===== src/rtl/vga_decoder.sv =====
// vga_decoder: recovers pixel coordinates and colour from a VGA stream in the
// clk25 domain. It also checks sync timing against the configured mode and
// reports lock and sticky timing errors.
//
// Ports
//   clk25, rst            pixel clock, synchronous active-high reset
//   hsync, vsync          active-low syncs, synchronous to clk25
//   red, green, blue      4-bit colour inputs
//   err_clr               one-cycle pulse, clears the sticky error flags
//   px_x, px_y, px_color  coordinates and {r,g,b} of the qualified pixel
//   px_valid              pixel qualifier, one per visible cycle while locked
//   frame_start           pulse with pixel (0,0) of each locked frame
//   locked                timing lock
//   err_*                 sticky timing error flags
//   frame_count           completed locked frames (wraps)
//   frame_crc, crc_valid  only when VGA_DECODER_CRC_EN is defined: CRC-16-CCITT
//                         of each locked frame, with a one-cycle strobe
//
// Optional feature macro: VGA_DECODER_CRC_EN
//
// Position convention: hpos is the column position of the current cycle,
// where the hsync-fall cycle is position 0. hcnt holds the previous cycle's
// hpos, so "previous hcnt + 1" at a fall is the line period in clocks.

module vga_decoder #(
  parameter int WIDTH       = 640,
  parameter int HEIGHT      = 480,
  parameter int HSP         = 96,
  parameter int HBP         = 48,
  parameter int HFP         = 16,
  parameter int VSP         = 2,
  parameter int VBP         = 29,
  parameter int VFP         = 10,
  parameter int PIXEL_DELAY = 1,
  parameter int INT_WIDTH   = 16
) (
  input  logic                 clk25,
  input  logic                 rst,
  input  logic                 hsync,
  input  logic                 vsync,
  input  logic [3:0]           red,
  input  logic [3:0]           green,
  input  logic [3:0]           blue,
  input  logic                 err_clr,
  output logic [INT_WIDTH-1:0] px_x,
  output logic [INT_WIDTH-1:0] px_y,
  output logic [11:0]          px_color,
  output logic                 px_valid,
  output logic                 frame_start,
  output logic                 locked,
  output logic                 err_hpulse,
  output logic                 err_hperiod,
  output logic                 err_vpulse,
  output logic                 err_vperiod,
  output logic [31:0]          frame_count
`ifdef VGA_DECODER_CRC_EN
  ,
  output logic [15:0]          frame_crc,
  output logic                 crc_valid
`endif
);

  localparam int H_TOTAL = WIDTH + HSP + HBP + HFP;
  localparam int V_TOTAL = HEIGHT + VSP + VBP + VFP;

  localparam logic [INT_WIDTH-1:0] ONE       = INT_WIDTH'(1);
  localparam logic [INT_WIDTH-1:0] HSP_C     = INT_WIDTH'(HSP);
  localparam logic [INT_WIDTH-1:0] VSP_C     = INT_WIDTH'(VSP);
  localparam logic [INT_WIDTH-1:0] H_TOTAL_C = INT_WIDTH'(H_TOTAL);
  localparam logic [INT_WIDTH-1:0] V_TOTAL_C = INT_WIDTH'(V_TOTAL);
  localparam logic [INT_WIDTH-1:0] H_MAX_C   = INT_WIDTH'(2 * H_TOTAL);
  localparam logic [INT_WIDTH-1:0] X0_C      = INT_WIDTH'(HSP + HBP + PIXEL_DELAY);
  localparam logic [INT_WIDTH-1:0] X_END_C   = INT_WIDTH'(HSP + HBP + PIXEL_DELAY + WIDTH);
  localparam logic [INT_WIDTH-1:0] Y0_C      = INT_WIDTH'(VSP + VBP);
  localparam logic [INT_WIDTH-1:0] Y_END_C   = INT_WIDTH'(VSP + VBP + HEIGHT);

  typedef enum logic [1:0] {UNLOCKED, ACQUIRE, LOCKED} state_t;

  state_t               state;
  logic                 hsync_q, vsync_q;
  logic [INT_WIDTH-1:0] hcnt, vcnt;
  logic                 hskip;     // skip the period check on the first hsync fall
  logic                 acq_fail;  // a check failed since entering ACQUIRE

  logic                 hfall, hrise, vfall, vrise;
  logic [INT_WIDTH-1:0] hpos, vpos, cx, cy;
  logic                 chk_on, e_hpulse, e_hperiod, e_vpulse, e_vperiod, fail;
  logic                 samp, fc_inc;

  always_comb begin
    hfall = hsync_q & ~hsync;
    hrise = ~hsync_q & hsync;
    vfall = vsync_q & ~vsync;
    vrise = ~vsync_q & vsync;

    hpos = hfall ? '0 : ((hcnt == H_MAX_C) ? hcnt : hcnt + ONE);
    // vsync fall wins over a coincident hsync fall
    vpos = vfall ? '0 : (hfall ? vcnt + ONE : vcnt);

    chk_on    = (state != UNLOCKED);
    e_hpulse  = chk_on & hrise & (hpos != HSP_C);
    // hpos can only hit the saturation value on the cycle it first gets there
    e_hperiod = chk_on & ((hfall & ~hskip & (hcnt + ONE != H_TOTAL_C)) |
                          ((hpos == H_MAX_C) & (hcnt != H_MAX_C)));
    e_vpulse  = chk_on & vrise & (vpos != VSP_C);
    e_vperiod = chk_on & vfall & (vcnt + ONE != V_TOTAL_C);
    fail      = e_hpulse | e_hperiod | e_vpulse | e_vperiod;

    cx = hpos - X0_C;
    cy = vpos - Y0_C;
    // A failing edge drops the pixel in the same cycle so px_valid is low
    // together with locked.
    samp = (state == LOCKED) & ~fail &
           (hpos >= X0_C) & (hpos < X_END_C) &
           (vpos >= Y0_C) & (vpos < Y_END_C);
    fc_inc = vfall & (state == LOCKED) & ~fail;
  end

  always_ff @(posedge clk25) begin
    if (rst) begin
      state       <= UNLOCKED;
      hsync_q     <= 1'b1;
      vsync_q     <= 1'b1;
      hcnt        <= '0;
      vcnt        <= '0;
      hskip       <= 1'b0;
      acq_fail    <= 1'b0;
      locked      <= 1'b0;
      px_x        <= '0;
      px_y        <= '0;
      px_color    <= '0;
      px_valid    <= 1'b0;
      frame_start <= 1'b0;
      err_hpulse  <= 1'b0;
      err_hperiod <= 1'b0;
      err_vpulse  <= 1'b0;
      err_vperiod <= 1'b0;
      frame_count <= '0;
    end else begin
      hsync_q <= hsync;
      vsync_q <= vsync;
      hcnt    <= hpos;
      vcnt    <= vpos;

      px_valid    <= samp;
      frame_start <= samp & (cx == '0) & (cy == '0);
      if (samp) begin
        px_x     <= cx;
        px_y     <= cy;
        px_color <= {red, green, blue};
      end

      // a new error in the clearing cycle still sets the flag
      err_hpulse  <= (err_hpulse  & ~err_clr) | e_hpulse;
      err_hperiod <= (err_hperiod & ~err_clr) | e_hperiod;
      err_vpulse  <= (err_vpulse  & ~err_clr) | e_vpulse;
      err_vperiod <= (err_vperiod & ~err_clr) | e_vperiod;

      if (fc_inc) frame_count <= frame_count + 32'd1;

      case (state)
        UNLOCKED: begin
          locked <= 1'b0;
          if (vfall) begin
            state    <= ACQUIRE;
            hskip    <= 1'b1;
            acq_fail <= 1'b0;
          end
        end
        ACQUIRE: begin
          if (vfall) begin
            if (!acq_fail && !fail) begin
              state  <= LOCKED;
              locked <= 1'b1;
              hskip  <= 1'b0;
            end else begin
              // restart the measurement window from this vsync fall
              hskip    <= 1'b1;
              acq_fail <= 1'b0;
            end
          end else begin
            if (fail)  acq_fail <= 1'b1;
            if (hfall) hskip    <= 1'b0;
          end
        end
        LOCKED: begin
          if (fail) begin
            state  <= UNLOCKED;
            locked <= 1'b0;
          end
        end
        default: begin
          state  <= UNLOCKED;
          locked <= 1'b0;
        end
      endcase
    end
  end

`ifdef VGA_DECODER_CRC_EN
  // CRC-16-CCITT (0x1021), MSB first, over one 16-bit word
  function automatic logic [15:0] crc16_word(input logic [15:0] c, input logic [15:0] d);
    logic [15:0] r;
    r = c;
    for (int i = 15; i >= 0; i--) begin
      if (r[15] ^ d[i]) r = {r[14:0], 1'b0} ^ 16'h1021;
      else              r = {r[14:0], 1'b0};
    end
    return r;
  endfunction

  logic [15:0] crc;

  // Runs on the registered pixel stream, so the frame's last pixel is
  // folded in long before the frame-ending vsync fall latches it.
  always_ff @(posedge clk25) begin
    if (rst) begin
      crc       <= 16'hFFFF;
      frame_crc <= '0;
      crc_valid <= 1'b0;
    end else begin
      crc_valid <= fc_inc;
      if (fc_inc) frame_crc <= crc;
      if (!locked)
        crc <= 16'hFFFF;
      else if (px_valid)
        crc <= crc16_word(frame_start ? 16'hFFFF : crc, {4'h0, px_color});
    end
  end
`endif

endmodule


===== config.mk =====
export PLATFORM = sky130hd
export DESIGN_NAME = vga_decoder
export DESIGN_NICKNAME = d
export VERILOG_FILES = /design/src/rtl/vga_decoder.sv
export SDC_FILE = /design/constraint.sdc
export NUM_CORES = 1
export LEC_CHECK = 0
export ABC_AREA = 0
export CORE_UTILIZATION = 55
export DETAILED_ROUTE_END_ITERATION = 10
export MAX_ROUTING_LAYER = met4
export PLACE_DENSITY_LB_ADDON = 0.08
export RECOVER_POWER = 25
export SETUP_SLACK_MARGIN = 0.15
export SLEW_MARGIN = 20
export SYNTH_ARGS = -nofsm -noshare
export SYNTH_HDL_FRONTEND = slang
export SYNTH_SLANG_ARGS = --single-unit

===== constraint.sdc =====
create_clock -name clk25 -period 5.76 [get_ports clk25]
set_input_delay 1.152 -clock clk25 [delete_from_list [all_inputs] [get_ports clk25]]
set_output_delay 1.152 -clock clk25 [all_outputs]
set_load 0.02 [all_outputs]

After elaboration in Yosys (flattened, before gate mapping):

Cells that the tools add are included.

* register bits: 121
* bits in latches: 0
* bits in writable memories: 0
* ROM bits: 0
* bits of input ports: 17
* output and inout bits: 83
* word-level logic and storage cells: 120
* memories kept: 0

* add/subtract/negate cells: 5
* $mul: 0
* divide/modulo/power cells: 0
* $lt $le $gt $ge: 4
* eq/ne operators: 16
* shifts and indexed selects: 0
* multiplexer cells: 23
* bitwise logic cells: 42
* reduce and logical (&&, ||, !) cells: 12

Operator list (number)
* $mux 16: 4
* $add 16x1->16 const B: 2
* $add 32x1->32 const B: 1
* $eq 16x11->1 const B: 2
* $logic_not 16->1: 2
* $ne 16x10->1 const B: 2
* $and 1x1->1: 27
* $ge 16x5->1 const B: 1
* $ge 16x8->1 const B: 1
* $lt 16x10->1 const B: 1
* $lt 16x9->1 const B: 1
* $ne 16x11->1 const B: 1
* $ne 16x2->1 const B: 1
* $ne 16x7->1 const B: 1
* $sub 16x5->16 const B: 1
* $sub 16x8->16 const B: 1
* $mux 1: 11
* $ne 3x3->1 const B: 3
* $mux 2: 4
* $ne 2x2->1 const B: 4
* $or 1x1->1: 8
* $reduce_and 4->1: 2
* $not 1->1: 7
* $pmux 1 s2: 3
* 8 further kinds: 11

Depth between registers and ports, before layout:

Gate-level depths: netlist of run 1.

* depth after elaboration: 18
* depth in mapped cells: 18
* gate-level depth less buffers: 17

Least setup slack after synthesis of run 1:

No wires, ideal clock.

* path kind: in2reg
* start point: input port hsync
* end point: register px_x[2]
* library setup time: 134 ps
* arrival: 4407 ps
* data required time: 5626 ps
* slack: 1219 ps
* cell stages on the path: 16
* path buffers: 4
* path through: nand2b_1 -> buf_2 -> buf_2 -> clkbuf_1 -> and2_1 -> inv_1 -> ha_1 -> nor4b_1 -> a31oi_1 -> nor3b_1 -> o311ai_1 -> or3b_1 -> or3_1 -> nor2_1 -> buf_2 -> a211oi_1

* longest elaborated chain between the ends: 16
* elaborated cells between the ends (all ways): 31
* classes of those cells: add/sub: 1; order compare: 4; eq/ne: 3; mux: 3; bitwise: 20

Ends and longest elaborated chain
* start, declared: RTL line 39 `input logic hsync,`
* $not 1->1 (*): RTL line 91 `hfall = hsync_q & ~hsync;`
* $and 1x1->1 (*): RTL line 91
* $mux 16 (*): RTL line 96 `hpos = hfall ? '0 : ((hcnt == H_MAX_C) ? hcnt : hcnt + ONE);`
* net hpos[0]: RTL line 86 `logic [INT_WIDTH-1:0] hpos, vpos, cx, cy;`
* $eq 16x11->1: RTL line 104 `((hpos == H_MAX_C) & (hcnt != H_MAX_C)));`
* $and 1x1->1: RTL line 104
* $or 1x1->1: RTL line 103 `e_hperiod = chk_on & ((hfall & ~hskip & (hcnt + ONE != H_TOTAL_C)) |`
* $and 1x1->1: RTL line 103
* $or 1x1->1 (3 in series): RTL line 107 `fail = e_hpulse | e_hperiod | e_vpulse | e_vperiod;`
* $not 1->1: RTL line 113 `samp = (state == LOCKED) & ~fail &`
* $and 1x1->1 (2 in series): RTL line 113
* $and 1x1->1 (2 in series): RTL line 114 `(hpos >= X0_C) & (hpos < X_END_C) &`
* $and 1x1->1: RTL line 115 `(vpos >= Y0_C) & (vpos < Y_END_C);`
* end signal, assigned: RTL line 129 `px_x <= '0;`
* end signal, assigned: RTL line 148 `px_x <= cx;`
* end, declared: RTL line 45 `output logic [INT_WIDTH-1:0] px_x,`

Mark *: on every way through the listed nets, which the timed path passes. The rest lies on a longest branch.
A chain may end at the register's enable or synchronous reset.

Worst setup path in the final report of run 1:

* start point: register hcnt[0]
* end point: register px_y[7]

* longest elaborated chain between the ends: 16
* elaborated cells between the ends (all ways): 24
* classes of those cells: add/sub: 1; order compare: 2; eq/ne: 5; mux: 2; bitwise: 14

Ends and longest elaborated chain
* start, declared: RTL line 81 `logic [INT_WIDTH-1:0] hcnt, vcnt;`
* start signal, assigned: RTL line 142 `hcnt <= hpos;`
* $add 16x1->16 / $eq 16x11->1 (equally long branches): RTL line 96, 103
* $mux 16 (2 in series): RTL line 96
* $eq 16x11->1: RTL line 104
* $and 1x1->1: RTL line 104
* $or 1x1->1: RTL line 103
* $and 1x1->1: RTL line 103
* $or 1x1->1 (3 in series): RTL line 107
* $not 1->1: RTL line 113
* $and 1x1->1 (2 in series): RTL line 113
* $and 1x1->1 (*) (2 in series): RTL line 114
* $and 1x1->1 (*): RTL line 115
* end signal, assigned: RTL line 149 `px_y <= cy;`
* end, declared: RTL line 46 `output logic [INT_WIDTH-1:0] px_y,`

Mark *: on every way between the ends. The rest lies on a longest branch, timed or not.

==> run_results.csv, run 1 <==
group,metric,value,unit
sta,worst_pin_slew,3530,ps
hold_path,worstHoldStart,"px_color[6]$_SDFFE_PP0P_",
sta,timing.fmax,201,MHz
status,violations,"max-capacitance violations, max-slew violations",
cts,cts_resized,0,
sta,finalSetupViolations,0,
place,io_buffers,99,
drt,dr.pass1.iters,7,
global_route,grt_pass1_vias,6735,
logic_synthesis,ys.flop_type,"dfxtp_1",
cts,cts_tree,"yes",
global_route,grt_pass1_wl,34.0,mm
cells_and_area,syn_to_final_growth,21.7,%
worst_setup_path,crit_arrival,5290,ps
cts,cts-hold-fix-buffers,0,
flow_run,cap_violations,1,
sta,finalClockSkew,5.93,ps
sta,min_period,4980,ps
drt,drt.antenna.violating_nets,0,
cts,h-tree-depth,4,
floorplan,ios,100,
logic_synthesis,ys_ff_latch,121,
drt,wl_per_cell,17.4,um
cts,clock_path_buffers,2,
worst_setup_path,start_kind,"register",
worst_setup_path,path_cells,"inv_1 -> ha_1 -> nor4bb_1 -> nand4_1 -> o21ai_0 -> nand2_1 -> ha_1 -> and3_1 -> a31oi_1 -> nor2_1 -> o311ai_0 -> a21oi_1 -> or4_1 -> or3_1 -> a21oi_1",
floorplan,core_area,12800,um^2
place,globalplace.congestion,0.949,
floorplan,start_util,57.2,%
cells_and_area,finalNetCount,1032,
cts,clkSinkCount,121,
logic_synthesis,synth_nets,969,
floorplan,row_count,41,
drt,drt_iter0_markers,662,
worst_setup_path,r2r_cells,15,
floorplan,dieArea,13800,um^2
pwr,ir_drop,0.218,mV
sta,period_share,86.4,%
sta,setup_slack,781,ps
cells_and_area,drive_gt1_share,8.28,%
sta,rsz0062_at_grt,"no",
logic_synthesis,synth-edff-count,0,
worst_setup_path,path_class,"reg -> reg",
sta,relSlewSlack,-135,%
place,dp_hpwl,14.1,mm
hold_path,hold_path.class,"reg -> reg",
cts,cts_buffers,17,
drt,vias_per_cell,6.25,
place,preCtsSetupSlack,631,ps
drt,route.detailed.drc,0,
logic_synthesis,synth_cell_types,75,
worst_setup_path,cp_slowest_cell,"or4_1",
drt,vias,7417,
pwr,leakage,0.00317,uW
worst_setup_path,critPathMaxFanout,24,
logic_synthesis,avgSynthCellArea,7.80,um^2
logic_synthesis,postSynth.asyncResetShare,0,%
hold_path,min_to,"px_color[6]$_SDFFE_PP0P_",
drt,wirelength,20.6,mm
pwr,p_per_area,230,nW/um^2
logic_synthesis,synth_commonest_cells,"dfxtp_1 (121), nor2_1 (91), a21oi_1 (83), nand2_1 (59), o21ai_0 (54)",
hold_path,min_path_cells,2,
logic_synthesis,yosysMostFrequentCell,"dfxtp_1",
logic_synthesis,synth_top_cell_by_area,"dfxtp_1",
global_route,grt_max_degree,84,
logic_synthesis,ys_seq_area_share,33.0,%
worst_setup_path,slowest_delay,910,ps
sta,fin_tns_setup,0,ps
worst_setup_path,r2r_slack,780,ps
worst_setup_path,r2r-start,"hcnt[0]$_SDFF_PP0_",
cts,path_clk_slew,60,ps
cts,clock_latency,420,ps
logic_synthesis,synth_warnings,0,
cts,post-cts-setup-buffers,0,
global_route,antenna_found_initial,0,
worst_setup_path,worstSetupEndpointType,"register",
cells_and_area,num_antenna_cells,0,
worst_setup_path,crit_family,"simple AND/OR/NAND/NOR gates",
logic_synthesis,synthCells,940,
cts,cts-root-buf,"clkbuf_16",
logic_synthesis,syn_area,7330,um^2
logic_synthesis,synth_area_leaders,"dfxtp_1 (33%), a21oi_1 (5.7%), nor2_1 (4.7%)",
global_route,grt_use_total,31.0,%
sta,maxSlewViolCount,84,
worst_setup_path,r2r-end,"px_y[7]$_SDFFE_PP0P_",
status,status,"finished with violations",
sta,finalHoldViolCount,0,
floorplan,die_w,117,um
floorplan,die_y,117,um
worst_setup_path,cp_num_buf_inv,1,
global_route,overflow,0,
worst_setup_path,worst_ep_required_time,6070,ps
logic_synthesis,synth_top_area_share,33.0,%
==> registers in the layout, indices dropped and copies added, names as in the netlist <==
name and count:
px_x 16, acq_fail 1, state 2, hsync_q 1, err_hpulse 1, px_color 12, err_hperiod 1, hskip 1
vsync_q 1, vcnt 16, hcnt 16, frame_count 32, err_vpulse 1, frame_start 1, locked 1, px_y 16
px_valid 1, err_vperiod 1
==> cells by family (layout without fill, tap and decap cells) <==
kind of cell | count (synthesis) | after routing | share of synthesized area, %
compound gates | 225 | 225 | 19.1
xor+xnor | 39 | 39 | 4.66
fa+ha+maj | 12 | 12 | 2.05
buf+inv | 90 | 165 | 5.36
flops | 121 | 121 | 33.0
mux | 20 | 20 | 2.93
simple gates | 433 | 433 | 32.8
==> tightest hold or removal path, cell delays in order, from the launching register on <==
cell and delay (ps):
dfxtp_1 300, o21ai_0 60, a21oi_1 60
==> worst max path at each step <==
stage	from	cells after the start	endpoint	slack (ps)
after floorplan	hsync	16	px_x[2]$_SDFFE_PP0P_	1220
after global placement	hsync	13	px_y[7]$_SDFFE_PP0P_	760
after detailed placement	hsync	10	frame_count[20]$_SDFFE_PP0P_	630
after CTS	hcnt[0]$_SDFF_PP0_	15	px_y[7]$_SDFFE_PP0P_	930
after global routing	hcnt[0]$_SDFF_PP0_	15	frame_start$_SDFF_PP0_	380
final	hcnt[0]$_SDFF_PP0_	15	px_y[7]$_SDFFE_PP0P_	780
==> layout by cell type (no fill, tap or decap), types with 4 or more instances in the layout <==
cell             Yosys  final
xnor2_1             25     25
clkdlybuf4s50_1      0     62
mux2i_1              8      8
nor4_1              23     23
or3_1               17     17
dfxtp_1            121    121
o21a_1               7      7
o31ai_1             10     10
nand4b_1             5      5
nand2b_1            14     14
nor3b_1              9      9
a31oi_1             14     14
a21oi_1             83     83
or4_1               12     12
mux2_2              12     12
and2_1               7      7
nor2_1              91     91
ha_1                12     12
a2111oi_0            4      4
nand3b_1             4      4
nor3_1              37     37
nand2_1             59     59
or2_2                6      6
nand4_1             27     27
clkbuf_8             0      4
and3_1              21     21
buf_4                6     13
o21ai_0             54     54
clkbuf_16            0     17
xor2_1              14     14
and4_1              11     11
inv_1               21     21
nor2b_1             21     21
nand3_1             48     48
dlygate4sd3_1        0     36
a211oi_1            16     16
==> metrics by stage <==
| step | total power [uW] | utilization (%) | instance area (um^2) | cells | hold WS [ps] |
|---|---|---|---|---|---|
| after floorplan | 956 | - | 7330 | 940 | 451 |
| after global placement | 998 | 65.0 | 8330 | 1156 | 457 |
| after detailed placement | 998 | 65.0 | 8330 | 1156 | 459 |
| after CTS | 2060 | 69.7 | 8930 | 1187 | 472 |
| after global routing | 2120 | 69.6 | 8930 | 1187 | 485 |
| final | 2060 | 69.6 | 8930 | 1187 | 468 |
==> power breakdown <==
group | internal, uW | leakage [uW] | switching [uW]
logic | 43.8 | 0.00191 | 88.5
registers | 843 | 0.000976 | 9.47
clock network | 680 | 0.000287 | 393
==> layer usage <==
layer | vias to the layer above | track usage (%) | share of wire, %
li1 | 3594 | - | -
met1 | 3473 | 40.6 | 45
met2 | 297 | 46.8 | 46
met3 | 53 | 5.77 | 6.2
met4 | 0 | 13.5 | 3.2
met5 | - | - | 0
==> final cells by class <==
| type | instances | area, um^2 |
|---|---|---|
| sequential | 121 | 2420 |
| tap | 172 | 215 |
| timing repair buffer | 113 | 1090 |
| inverter | 21 | 78.8 |
| multi-input combinational | 729 | 4520 |
| fill | 1061 | 3900 |
| clock buffer | 21 | 480 |
| clock inverter | 10 | 119 |
Power figures use the tool's default switching activity.
==> run 2: changes to the inputs <==
- ABC_AREA: 0 -> 1
- CORE_MARGIN: default -> 2
- HOLD_SLACK_MARGIN: default -> 0.08
==> run 2 against run 1 <==
Net effect:
- power up 12%
- wire length decreased by 0.88%
- global-route usage shrank 1.5 points
- register-to-register slack improved by 1200 ps
- first-iteration DRC count rose by 16%
- sequential power up 4.2%
- combinational power rose to 3.1 times the previous value
- die area increased by 5.3%
- design area up 1.2%
- the flow still finishes with violations (max-capacitance violations, max-slew violations)
- critical endpoint is now px_color[1]$_SDFFE_PP0P_
- critical path type is now in -> reg
==> run_results.csv, run 2 <==
group,metric,value,unit
logic_synthesis,synth_area_leaders,"dfxtp_1 (32%), nand2_1 (14%), nand3_1 (7.6%)",
sta,finalSetupViolations,0,
drt,wl_per_cell,14.4,um
pwr,ir_drop,0.219,mV
cts,cts_resized,0,
logic_synthesis,synth_cell_types,38,
logic_synthesis,avgSynthCellArea,6.53,um^2
worst_setup_path,start_kind,"primary input",
logic_synthesis,synth_nets,1172,
cells_and_area,finalNetCount,1263,
logic_synthesis,synth_top_area_share,32.4,%
sta,timing.fmax,209,MHz
cts,clkSinkCount,121,
pwr,p_per_area,256,nW/um^2
cts,post-cts-setup-buffers,0,
sta,finalHoldViolCount,0,
logic_synthesis,synth_top_family_by_area,"simple AND/OR/NAND/NOR gates",
logic_synthesis,synthMuxAreaShare,0,%
logic_synthesis,synthCells,1143,
drt,dr.pass1.iters,6,
worst_setup_path,r2r_slack,2010,ps
global_route,grt_pass1_vias,6885,
logic_synthesis,ys.flop_type,"dfxtp_1",
floorplan,die_y,121,um
cells_and_area,syn_to_final_growth,21.0,%
pwr,leakage,0.00377,uW
logic_synthesis,yosys.area_share.simple,39.8,%
drt,route.detailed.drc,0,
flow_run,cap_violations,1,
worst_setup_path,worstSetupStartpoint,"hsync",
logic_synthesis,synth_fa_ha_area_share,2.01,%
cells_and_area,fillers,1228,
worst_setup_path,path_class,"in -> reg",
drt,wirelength,20.4,mm
cts,clock_path_buffers,2,
sta,period_share,83.1,%
cts,h-tree-depth,4,
drt,drt.antenna.violating_nets,0,
place,dp_hpwl,14.9,mm
drt,drt_iter0_markers,770,
logic_synthesis,yosysMostFrequentCell,"nand2_1",
worst_setup_path,r2r-end,"px_color[1]$_SDFFE_PP0P_",
place,globalplace.congestion,0.969,
cts,clock_latency,430,ps
cts,cts-root-buf,"clkbuf_16",
status,violations,"max-capacitance violations, max-slew violations",
drt,vias_per_cell,5.41,
global_route,grt_use_total,29.5,%
cells_and_area,final_cells,1422,
cts,path_clk_slew,60,ps
sta,fin_tns_setup,0,ps
status,status,"finished with violations",
logic_synthesis,synth_commonest_cells,"nand2_1 (284), inv_1 (135), nor2_1 (125), dfxtp_1 (121), nand3_1 (113)",
logic_synthesis,synth_compound_area_share,10.4,%
logic_synthesis,synth-edff-count,0,
logic_synthesis,ys_seq_area_share,32.4,%
place,io_buffers,99,
cells_and_area,largest_register_ffs,32,
sta,finalClockSkew,6.40,ps
global_route,antenna_found_initial,0,
sta,rsz0062_at_grt,"no",
cts,cts_buffers,17,
logic_synthesis,postSynth.asyncResetShare,0,%
global_route,grt_max_degree,70,
place,numPlacedInstances,1391,
worst_setup_path,worstSetupEndpointType,"register",
floorplan,core_area,13200,um^2
cells_and_area,num_antenna_cells,0,
floorplan,start_util,56.4,%
global_route,overflow,0,
worst_setup_path,worst_ep_required_time,6070,ps
worst_setup_path,crit_arrival,5100,ps
sta,worst_pin_slew,1730,ps
sta,min_period,4790,ps
floorplan,dieArea,14500,um^2
worst_setup_path,crit_end,"px_color[1]$_SDFFE_PP0P_",
drt,vias,7700,
cts,cts_tree,"yes",
sta,maxSlewViolCount,45,
cts,cts-hold-fix-buffers,0,
cells_and_area,final_cell_mix,"nand2_1 (289), inv_1 (138), nor2_1 (125), dfxtp_1 (121), nand3_1 (120)",
cells_and_area,final_common_cell,"nand2_1",
hold_path,worstHoldStart,"px_color[0]$_SDFFE_PP0P_",
logic_synthesis,synth_warnings,0,
global_route,grt_pass1_wl,33.4,mm
cells_and_area,top_register,"frame_count",
floorplan,die_w,121,um
logic_synthesis,synth_xor_area_share,5.04,%
hold_path,hold_path.class,"reg -> reg",
worst_setup_path,r2r_cells,15,
worst_setup_path,r2r-start,"hsync_q$_SDFF_PP1_",
worst_setup_path,critPathMaxFanout,35,
logic_synthesis,syn_area,7470,um^2
floorplan,row_count,42,
sta,relSlewSlack,-15.0,%
cells_and_area,drive_gt1_share,8.91,%
logic_synthesis,ys_ff_latch,121,
logic_synthesis,synth_top_cell_by_area,"dfxtp_1",
floorplan,ios,100,
run 2: cell families (layout without fill, tap and decap cells):
group / Yosys count / count (layout)
flops: 121 / 121
xor+xnor: 43 / 43
buf+inv: 183 / 286
simple gates: 647 / 647
compound gates: 137 / 137
fa+ha+maj: 12 / 12
run 2: stage by stage:
step                setup slack (ps)  power (uW)  hold WS [ps]  utilization [%]  area [um^2]
finish                           974        2310           442             68.2         9030
global route                     675        2410           461             68.2         9030
CTS                             1400        2320           448             68.7         9100
detailed placement               959        1310           438             64.4         8530
global placement                1060        1300           432             64.4         8530
floorplan                       2230        1210           444                -         7470
run 2: critical path, stage by stage:
cell           delay, ps
dlygate4sd3_1        540
inv_1                 90
nand2_1               70
inv_1                380
clkbuf_1             480
nand2_1              130
nand2_1              210
nand3_1              160
nor2_1               130
nand3_1              120
nand2_2              140
nand4_4              160
nor2_8               240
nand2_2              470
buf_4                370
o21ai_0              150
a21oi_1               70
run 2: routing by layer:
layer / vias up / global-route usage [%] / share of wire (%)
met4: 0 / 10.5 / 2.4
met2: 286 / 43.4 / 44
met3: 43 / 7.26 / 7.0
met5: - / - / 0
met1: 3505 / 39.6 / 46
li1: 3866 / - / -
run 2: worst min-delay path by stage:
stage	slack, ps	endpoint	depth (start not counted)
2_1_floorplan	440	hskip$_SDFFE_PP0P_	2
3_3_place_gp	430	px_y[5]$_SDFFE_PP0P_	2
3_5_place_dp	440	px_color[0]$_SDFFE_PP0P_	2
4_1_cts	450	px_color[0]$_SDFFE_PP0P_	2
5_1_grt	460	px_color[8]$_SDFFE_PP0P_	2
6_report	440	px_color[0]$_SDFFE_PP0P_	2
run 2: layout make-up:
type                       count  area, um^2  share of cell area, %
clock buffer                  19         453                   5.01
clock inverter                12         118                   1.30
inverter                     148         557                   6.16
multi-input combinational    839        4230                   46.8
sequential                   121        2420                   26.8
tap                          176         220                   2.44
timing repair buffer         107        1040                   11.5
run 2: power breakdown:
part           total [uW]  switching (uW)  leakage (uW)  internal (uW)
clock                1020             403      0.000280            618
combinational         405             285       0.00251            120
sequential            888            23.3      0.000978            865
==> run 3: changes to the inputs <==
- CORE_UTILIZATION: 55 -> 51
- clock period: 5.76 -> 4.3 ns (I/O delays scaled with it)
==> run 3 against run 2 <==
Net effect:
- the flow still finishes with violations (max-capacitance violations, max-slew violations)
- sequential power is 34% higher
- core utilization is 5.1 points lower
- wire length grew 0.35%
- via count down 2.8%
- global-route usage fell by 2.7 points
- power rose by 35%
- clock-buffer cell count fell by 1
- setup slack got worse by 490 ps
- clock skew rose by 2.5 ps
- worst hold slack worse by 2.1 ps
- design area is 0.83% higher
==> run_results.csv, run 3 (synthesis results as in run 2) <==
group,metric,value,unit
floorplan,dieArea,15600,um^2
worst_setup_path,path_class,"in -> reg",
cells_and_area,fillers,1414,
place,globalplace.congestion,0.994,
pwr,p_total,3120,uW
worst_setup_path,cpMostUsedCell,"nand2_1",
global_route,antenna_found_initial,0,
cts,cts-hold-fix-buffers,0,
worst_setup_path,start_kind,"primary input",
sta,period_share,88.8,%
floorplan,ios,100,
worst_setup_path,crit_family,"simple AND/OR/NAND/NOR gates",
sta,min_period,3820,ps
global_route,grt_max_degree,70,
sta,finalHoldViolCount,0,
global_route,grt_pass1_vias,6826,
drt,dr.pass1.iters,5,
worst_setup_path,slowest_delay,550,ps
cts,cts_buffers,17,
pwr,leakage,0.00379,uW
cts,clkSinkCount,121,
sta,timing.fmax,262,MHz
cells_and_area,largest_register_ffs,32,
worst_setup_path,cp_num_buf_inv,3,
place,post_dp_cell_area,8610,um^2
cells_and_area,final_cell_mix,"nand2_1 (285), inv_1 (137), nor2_1 (126), dfxtp_1 (121), nand3_1 (119)",
floorplan,core_area,14400,um^2
worst_setup_path,worstSetupEndpointType,"register",
cts,cts_tree,"yes",
cts,post-cts-setup-buffers,0,
worst_setup_path,crit_arrival,4130,ps
sta,relSlewSlack,-27.4,%
cts,h-tree-depth,4,
hold_path,min_path_cells,2,
place,dp_hpwl,15.2,mm
drt,drt_iter0_markers,548,
drt,route.detailed.drc,0,
drt,vias,7486,
pwr,ir_drop,0.283,mV
global_route,overflow,0,
floorplan,row_count,44,
cts,path_clk_slew,60,ps
floorplan,die_y,125,um
cells_and_area,finalNetCount,1269,
worst_setup_path,r2r-start,"hcnt[0]$_SDFF_PP0_",
sta,finalClockSkew,8.86,ps
sta,rsz0062_at_grt,"no",
cells_and_area,top_register,"frame_count",
place,numPlacedInstances,1405,
drt,vias_per_cell,5.21,
status,status,"finished with violations",
cells_and_area,final_common_cell,"nand2_1",
sta,maxSlewViolCount,47,
global_route,grt_pass1_wl,33.4,mm
hold_path,worstHoldStart,"px_color[5]$_SDFFE_PP0P_",
place,io_buffers,99,
hold_path,hold_path.class,"reg -> reg",
worst_setup_path,critPathMaxFanout,18,
cts,cts-root-buf,"clkbuf_16",
worst_setup_path,cp_slowest_cell,"clkbuf_1",
worst_setup_path,path_cells,"dlygate4sd3_1 -> inv_1 -> nand2_2 -> clkbuf_1 -> nand3_1 -> nand2_2 -> nor2_4 -> nand3_1 -> nand2_1 -> nand2_1 -> nand4_4 -> nor2_8 -> nand2_1 -> o21ai_0 -> a21oi_1",
status,violations,"max-capacitance violations, max-slew violations",
cells_and_area,num_antenna_cells,0,
global_route,grt_use_total,26.8,%
cts,cts_resized,0,
flow_run,cap_violations,1,
sta,worst_pin_slew,1910,ps
sta,fin_tns_setup,0,ps
sta,finalSetupViolations,0,
hold_path,min_to,"px_color[5]$_SDFFE_PP0P_",
worst_setup_path,worst_ep_required_time,4610,ps
cts,clock_latency,430,ps
worst_setup_path,r2r-end,"px_x[3]$_SDFFE_PP0P_",
worst_setup_path,r2r_slack,940,ps
drt,wirelength,20.5,mm
cells_and_area,design_area,9110,um^2
floorplan,start_util,51.8,%
cts,clock_path_buffers,2,
sta,whs,440,ps
floorplan,die_w,125,um
cells_and_area,drive_gt1_share,9.50,%
cells_and_area,final_cells,1437,
worst_setup_path,r2r_cells,18,
drt,drt.antenna.violating_nets,0,
cells_and_area,syn_to_final_growth,22.0,%
pwr,p_per_area,343,nW/um^2
drt,wl_per_cell,14.3,um
## run 3: cell count changes in the layout (fill, tap and decap cells not counted), sizes merged
cell           change
dlygate4sd3        -3
buf                +3
clkdlybuf4s50      +3
inv                +4
clkbuf             +2
clkinvlp           +1
clkinv             -3
## run 3: layer usage
layer / part of all wire (%) / wire length (um) / vias up / GRT usage (%)
met5: 0 / 0 / - / -
met4: 1.7 / 352 / 0 / 8.30
met2: 45 / 9120 / 231 / 41.3
met1: 48 / 9830 / 3336 / 35.8
li1: - / - / 3880 / -
met3: 5.8 / 1190 / 39 / 5.22
## run 3: stage by stage
step / setup WS, ps / util, %
after floorplan: 1060 / -
after global placement: 393 / 59.7
after detailed placement: 272 / 59.7
after CTS: 709 / 63.6
after global routing: 202 / 63.2
final: 481 / 63.2
## run 3: power by group
group          switching, uW  leakage [uW]  internal (uW)
registers               30.1      0.000978           1160
logic                    377       0.00253            167
clock network            583      0.000275            809
## run 3: final cells by class
| class | count | area, um^2 | area share (%) |
|---|---|---|---|
| multi-input combinational | 839 | 4230 | 46.5 |
| sequential | 121 | 2420 | 26.6 |
| timing repair buffer | 113 | 1100 | 12.0 |
| inverter | 148 | 557 | 6.11 |
| clock buffer | 18 | 429 | 4.71 |
| tap | 184 | 230 | 2.53 |
| clock inverter | 14 | 140 | 1.54 |
## run 3: worst max path at each step
stage / from / to / slack (ps) / depth (start not counted)
finish: hsync / px_x[3]$_SDFFE_PP0P_ / 480 / 15
global placement: hsync / px_x[13]$_SDFFE_PP0P_ / 390 / 22
CTS: hsync / px_x[13]$_SDFFE_PP0P_ / 710 / 22
global route: hsync / frame_count[2]$_SDFFE_PP0P_ / 200 / 16
detailed placement: hsync / px_x[13]$_SDFFE_PP0P_ / 270 / 22
floorplan: hsync / px_x[2]$_SDFFE_PP0P_ / 1060 / 23
## run 3: worst reg2reg max path: cells and delay by family (launching register included)
kind	cells	cell delay (ps)
simple gates	13	1900
flops	1	360
fa+ha+maj	2	520
buf+inv	1	90
compound gates	2	340
